===== src/rtl/vending_machine_def.sv =====
// Shared vending machine definitions: coin table, widths, idle wait time.
// Also holds the helper that maps a one-hot coin select to its value.
package vending_machine_def;

    localparam int kNumCoins  = 3;
    localparam int kTotalBits = 31;
    localparam int kWaitTime  = 10;

    localparam logic [kTotalBits-1:0] kCoinValue [kNumCoins] = '{
        31'd100,
        31'd500,
        31'd1000
    };

    function automatic logic [kTotalBits-1:0] coin_value(
        input logic [kNumCoins-1:0] sel
    );
        logic [kTotalBits-1:0] v;
        v = '0;
        for (int k = 0; k < kNumCoins; k++) begin
            if (sel[k]) v = v | kCoinValue[k];
        end
        return v;
    endfunction

endpackage


===== src/rtl/coin_picker.sv =====
// Combinational selector: largest stocked coin not exceeding the remainder.
module coin_picker
    import vending_machine_def::*;
(
    input  logic [kTotalBits-1:0] i_remaining,
    input  logic [kNumCoins-1:0]  i_avail,
    output logic                  o_found,
    output logic [kNumCoins-1:0]  o_sel
);

    // Ascending scan: the last match is the highest denomination.
    always_comb begin
        o_found = 1'b0;
        o_sel   = '0;
        for (int k = 0; k < kNumCoins; k++) begin
            if (i_avail[k] && (kCoinValue[k] <= i_remaining)) begin
                o_found  = 1'b1;
                o_sel    = '0;
                o_sel[k] = 1'b1;
            end
        end
    end

endmodule


===== src/rtl/change_return_sequencer.sv =====
// Change return sequencer: pays out the balance one coin at a time.
// Define RETURN_TIMEOUT_EN to also start a return when the idle timer expires.
module change_return_sequencer
    import vending_machine_def::*;
(
    input  logic                  clk,
    input  logic                  reset_n,
    input  logic                  i_input_event,
    input  logic                  i_trigger_return,
    input  logic [kTotalBits-1:0] i_current_total,
    input  logic [kNumCoins-1:0]  i_coin_avail,
    input  logic                  i_coin_ready,
    output logic                  o_coin_valid,
    output logic [kNumCoins-1:0]  o_coin_sel,
    output logic [kTotalBits-1:0] o_total_dec,
    output logic                  o_busy,
    output logic                  o_done,
    output logic [kTotalBits-1:0] o_residual,
    output logic [31:0]           o_wait_time
);

    typedef enum logic [1:0] {
        S_IDLE,
        S_SELECT,
        S_ISSUE,
        S_DONE
    } state_t;

    state_t                r_state;
    logic [kTotalBits-1:0] r_remaining;
    logic [31:0]           r_timer;

    logic                  w_found;
    logic [kNumCoins-1:0]  w_sel;
    logic                  w_start;

    coin_picker u_picker (
        .i_remaining (r_remaining),
        .i_avail     (i_coin_avail),
        .o_found     (w_found),
        .o_sel       (w_sel)
    );

`ifdef RETURN_TIMEOUT_EN
    assign w_start = i_trigger_return ||
                     ((r_timer == 32'd0) && (i_current_total != '0));
`else
    assign w_start = i_trigger_return;
`endif

    assign o_wait_time = r_timer;

    always_ff @(posedge clk) begin
        if (!reset_n) begin
            r_state      <= S_IDLE;
            r_remaining  <= '0;
            r_timer      <= 32'(kWaitTime);
            o_coin_valid <= 1'b0;
            o_coin_sel   <= '0;
            o_total_dec  <= '0;
            o_busy       <= 1'b0;
            o_done       <= 1'b0;
            o_residual   <= '0;
        end else begin
            o_total_dec <= '0;
            o_done      <= 1'b0;
            unique case (r_state)
                S_IDLE: begin
                    if (i_input_event || (i_current_total == '0)) begin
                        r_timer <= 32'(kWaitTime);
                    end else if (r_timer != 32'd0) begin
                        r_timer <= r_timer - 32'd1;
                    end
                    if (w_start) begin
                        r_remaining <= i_current_total;
                        o_busy      <= 1'b1;
                        r_state     <= S_SELECT;
                    end
                end
                S_SELECT: begin
                    if (w_found) begin
                        o_coin_valid <= 1'b1;
                        o_coin_sel   <= w_sel;
                        r_state      <= S_ISSUE;
                    end else begin
                        o_done     <= 1'b1;
                        o_residual <= r_remaining;
                        r_state    <= S_DONE;
                    end
                end
                S_ISSUE: begin
                    // Picker guarantees the coin fits, so no underflow here.
                    if (i_coin_ready) begin
                        r_remaining  <= r_remaining - coin_value(o_coin_sel);
                        o_total_dec  <= coin_value(o_coin_sel);
                        o_coin_valid <= 1'b0;
                        o_coin_sel   <= '0;
                        r_state      <= S_SELECT;
                    end
                end
                S_DONE: begin
                    r_timer <= 32'(kWaitTime);
                    o_busy  <= 1'b0;
                    r_state <= S_IDLE;
                end
                default: r_state <= S_IDLE;
            endcase
        end
    end

endmodule


===== config.mk =====
export PLATFORM = sky130hd
export DESIGN_NAME = change_return_sequencer
export DESIGN_NICKNAME = d
export VERILOG_FILES = /design/src/rtl/vending_machine_def.sv /design/src/rtl/coin_picker.sv /design/src/rtl/change_return_sequencer.sv
export SDC_FILE = /design/constraint.sdc
export NUM_CORES = 1
export LEC_CHECK = 0
export CORE_ASPECT_RATIO = 1.25
export CORE_UTILIZATION = 54
export DETAILED_ROUTE_END_ITERATION = 8
export GPL_ROUTABILITY_DRIVEN = 0
export PLACE_DENSITY = 0.85
export SYNTH_ARGS = -nofsm -noshare
export SYNTH_HDL_FRONTEND = slang
export SYNTH_SLANG_ARGS = --single-unit

===== constraint.sdc =====
create_clock -name clk -period 4.53 [get_ports clk]
set_input_delay 1.1325 -clock clk [delete_from_list [all_inputs] [get_ports clk]]
set_output_delay 1.1325 -clock clk [all_outputs]
set_load 0.01 [all_outputs]

==> results.md <==
Floorplanning:
- The number of placement rows is 41.
- The number of placed I/O pins is 139.
- The floorplan step defined a die boundary enclosing 11020 um^2.
- The effective utilization at floorplan is between 50% and 60%.
- The core region is just over 10000 um^2.
- The chip height is about 120 um.
- The die width is 94.09 um.

Worst setup path:
- The critical path's most frequent cell is sky130_fd_sc_hd__nor4_1.
- The highest net fanout along the worst path is 21.
- The number of buffers and inverters on the critical path is 2.
- The slowest stage of the critical path belongs to the cell sky130_fd_sc_hd__o21ai_0.
- The worst setup path is launched from an input pin.
- Data on the critical path is required at its endpoint by ~4800 ps.
- At the worst endpoint, the arrival time is around 3800 ps.
- The family with the most delay on the worst path is simple AND/OR/NAND/NOR gates.
- The setup path with the least slack is of type input pin to flop.
- On the worst path, the slowest cell contributes a delay of between 500 and 600 ps.
- The critical path goes through clkdlybuf4s50_1 -> nor4_1 -> nand4_1 -> o21ai_0 -> o311ai_2 -> buf_4 -> nor4_1 -> xnor2_1 -> nor2_1.
- The type of destination of the critical path is a flop.

CTS:
- The buffer depth of the longest clock path is 2.
- After clock tree synthesis, the repair step resized 0 gates.
- The sink count of the clock tree is between 100 and 150.
- The number of hold buffers added after CTS was 0.
- Buffers added to address setup during post-CTS repair amount to 0.
- The CTS tree is yes.
- The H-tree generated during clock tree synthesis spans 3 levels.
- Clock-pin slew was measured on the worst setup and hold paths at 70 ps.
- The root buffer cell chosen for the clock tree is sky130_fd_sc_hd__clkbuf_16.
- For the worst-skew pair, the clock arrives at the later sink with an insertion delay of about 350 ps.
- The total CTS buffers is 9.

Placed design:
- The quantity of I/O buffers inserted on ports is 115.
- The setup slack after placement is 712.8 ps.
- Detailed placement finished with a half-perimeter wire length of 11.56 mm.

Logic synthesis:
- The cell area that synthesis handed to floorplanning was ~5700 um^2.
- Sorting the synthesized cells by area gives the leading types as sky130_fd_sc_hd__dfxtp_1, sky130_fd_sc_hd__nand2_1, sky130_fd_sc_hd__o21ai_0, sky130_fd_sc_hd__nor2_1, sky130_fd_sc_hd__xnor2_1.
- Counting flops with a built-in enable in the synthesized netlist gives 0.
- Synthesis produced 732 cells.
- By instance count, the leading cell after synthesis is sky130_fd_sc_hd__dfxtp_1.
- The area share of the largest cell type after synthesis is ~37%.
- The commonest cells after synthesis are sky130_fd_sc_hd__dfxtp_1, sky130_fd_sc_hd__nand2_1, sky130_fd_sc_hd__nor2_1, sky130_fd_sc_hd__o21ai_0, sky130_fd_sc_hd__nand3_1.
- The dominant synthesized flop cell is sky130_fd_sc_hd__dfxtp_1.
- The share of the Yosys chip area taken by registers is between 30 and 40%.
- For this run, asynchronously set or reset flops after synthesis account for 0%.
- During synthesis, Yosys emitted a total of 0 warnings.
- The number of synthesized register bits is about 110.
- The mean instance size in the synthesized netlist is about 7.8 um^2.
- The cell type with the largest total area after synthesis is sky130_fd_sc_hd__dfxtp_1.
- Yosys mapped the design onto 74 distinct sky130hd cell types.

Timing:
- The post-layout worst setup margin is roughly 1000 ps.
- Timing would allow up to 283.7 MHz.
- The setup skew after layout is around 9 ps.
- Setup repair after global routing left no endpoint under its margin.
- Setup violations remaining at the end of the flow were counted as 0.
- In the finished design, the share of the clock period the worst path needs comes to ~78%.
- The shortest clock period the worst path allows after layout is 3525 ps.
- At the pin with the least slew margin, the transition time is 915.4 ps.
- Summed over all failing endpoints, the final setup total negative slack is 0 ps.
- The max-slew violation total from the final report is 0.
- The worst pin sits at a relative slew slack of between 30% and 40%.
- The final hold violation count came to 0.

Pwr:
- The static power due to leakage is 2.390 nW.
- The peak supply drop is approximately 0.2 mV.
- The power per unit of standard cell area is about 330 nW/um^2.

Layout:
- The total of fill cells in the finished design is around 830.
- In the final layout, the multi-input gates occupy between 3000 and 4000 um^2.
- In the final design database the tool counted about 860 nets.
- The synthesis-to-layout area growth is 23.39%.
- The repair_antennas step left the layout with diodes totalling 0.
- The core utilization of the finished layout is between 60 and 70%.
- Across the whole layout, storage elements account for between 2000 and 2500 um^2.
- The layout cell share with drive strength beyond 1 is under 10%.

Global routing:
- The first-pass GRT wire length is roughly 26 mm.
- The number of antenna violations at the first check in global routing is 0.
- Global routing used a little under a third of the available tracks across all layers.
- Global routing finished with a remaining overflow of 0.
- The via count of the first global-routing pass was between 5000 and 6000.
- The pin count of the biggest net entering global routing is 56.

Drt:
- After detailed routing, the average wire length per cell comes to 17.47 um.
- The detail route stage leaves a number of antenna-violating nets equal to 0.
- Dividing the detail-routed via count by the number of cells gives between 6 and 7.
- For this run, design rule violations remaining after detail routing come to 0.
- The DRC violation total after the first TritonRoute iteration is 580.
- For this run, the detailed router's first-pass iteration total came to 6.
- Summed over all layers, the routed wires come to between 15 and 20 mm.
- The detailed router placed around 6000 vias in this run.

Hold path:
- The path class of the tightest hold or removal check is flop to flop.

Run status:
- The run finished with clean final reports.

Job:
- The max-capacitance violation count is 0.
-- cells by family (layout without fill, tap and decap cells) --
logic type / Yosys count / after routing / share of synthesized area, %
flops: 107 / 107 / 37.42
fa+ha+maj: 7 / 7 / 1.661
buf+inv: 94 / 156 / 8.219
simple gates: 315 / 315 / 27.87
other cells: 1 / 23 / 0.06551
xor+xnor: 30 / 30 / 4.590
compound gates: 177 / 177 / 20.00
mux: 1 / 1 / 0.1749
-- through the flow --
stage,instances,cell area (um^2),total power [mW],hold WS (ps)
final,945,7063,2.357,452.2
after floorplan,754,5807,1.426,449.5
after global routing,945,7063,2.450,476.3
after CTS,945,7063,2.340,456.8
after detailed placement,930,6771,1.569,447.3
after global placement,930,6771,1.550,441.0
-- routing by layer --
metal | GRT usage (%) | wire (um) | vias to the layer above
met4 | 20.10 | 864 | 0
met2 | 53.04 | 8333 | 376
li1 | - | - | 2750
met5 | 0 | 0 | -
met1 | 33.73 | 5989 | 2810
met3 | 4.199 | 1327 | 85
-- cells in the final DEF, fill, tap and decap left out, types with 4 or more instances in the layout --
cell	n
sky130_fd_sc_hd__o21a_1	5
sky130_fd_sc_hd__a22oi_1	5
sky130_fd_sc_hd__o22ai_1	5
sky130_fd_sc_hd__inv_1	17
sky130_fd_sc_hd__o41ai_1	4
sky130_fd_sc_hd__o311ai_0	4
sky130_fd_sc_hd__nand3_1	44
sky130_fd_sc_hd__nor2_1	67
sky130_fd_sc_hd__xnor2_1	28
sky130_fd_sc_hd__and3_1	4
sky130_fd_sc_hd__ha_1	6
sky130_fd_sc_hd__a21oi_1	37
sky130_fd_sc_hd__a31oi_1	9
sky130_fd_sc_hd__nor3_1	32
sky130_fd_sc_hd__nor4_1	28
sky130_fd_sc_hd__nand2_1	76
sky130_fd_sc_hd__clkbuf_16	9
sky130_fd_sc_hd__nand4_1	8
sky130_fd_sc_hd__nor2b_1	6
sky130_fd_sc_hd__buf_4	8
sky130_fd_sc_hd__or3_1	15
sky130_fd_sc_hd__or4_1	8
sky130_fd_sc_hd__o21ai_0	53
sky130_fd_sc_hd__nand2b_1	6
sky130_fd_sc_hd__a221oi_1	4
sky130_fd_sc_hd__conb_1	23
sky130_fd_sc_hd__clkdlybuf4s50_1	114
sky130_fd_sc_hd__a211oi_1	7
sky130_fd_sc_hd__or2_2	5
sky130_fd_sc_hd__dfxtp_1	107
sky130_fd_sc_hd__o21ai_1	10
-- layout make-up --
cell class              instances  share of cell area [%]
multi-input cells             553                   45.23
flip-flops and latches        107                   30.33
repair buffers                123                   17.08
clock buffers                   9                   3.189
well taps                     129                   2.285
inverters                      18                  0.9566
clock inverters                 6                  0.9389
-- sequential cells by signal, summed over array words and instances (netlist names) --
name          cells
o_busy            1
o_coin_sel        3
o_coin_valid      1
o_done            1
o_residual       31
o_total_dec       5
o_wait_time      32
r_remaining      31
r_state           2
-- worst min-delay path: cells and delay by family (launching register included) --
kind,cells,cell delay (ps)
DFF,1,310
and+or+nand+nor,1,50
AOI/OAI and AO/OA,1,50
-- worst paths after layout --
| check | to | cells past startpoint | from | slack (ps) |
|---|---|---|---|---|
| setup / recovery | o_wait_time[20] | 9 | i_current_total[14] | 1000 |
| hold reg to reg | o_residual[19] | 2 | o_residual[19] | 450 |
| setup reg to reg | r_remaining[30] | 11 | o_coin_sel[0] | 1290 |
| hold / removal | o_residual[19] | 2 | o_residual[19] | 450 |
-- power breakdown --
part           switching (mW)  total [mW]  internal [mW]
Clock                   0.356       0.783          0.427
Combinational           0.332       0.527          0.195
Sequential             0.0670        1.05          0.980
Total                   0.755        2.36           1.60
Note: power is estimated with default switching activity, not from simulation.
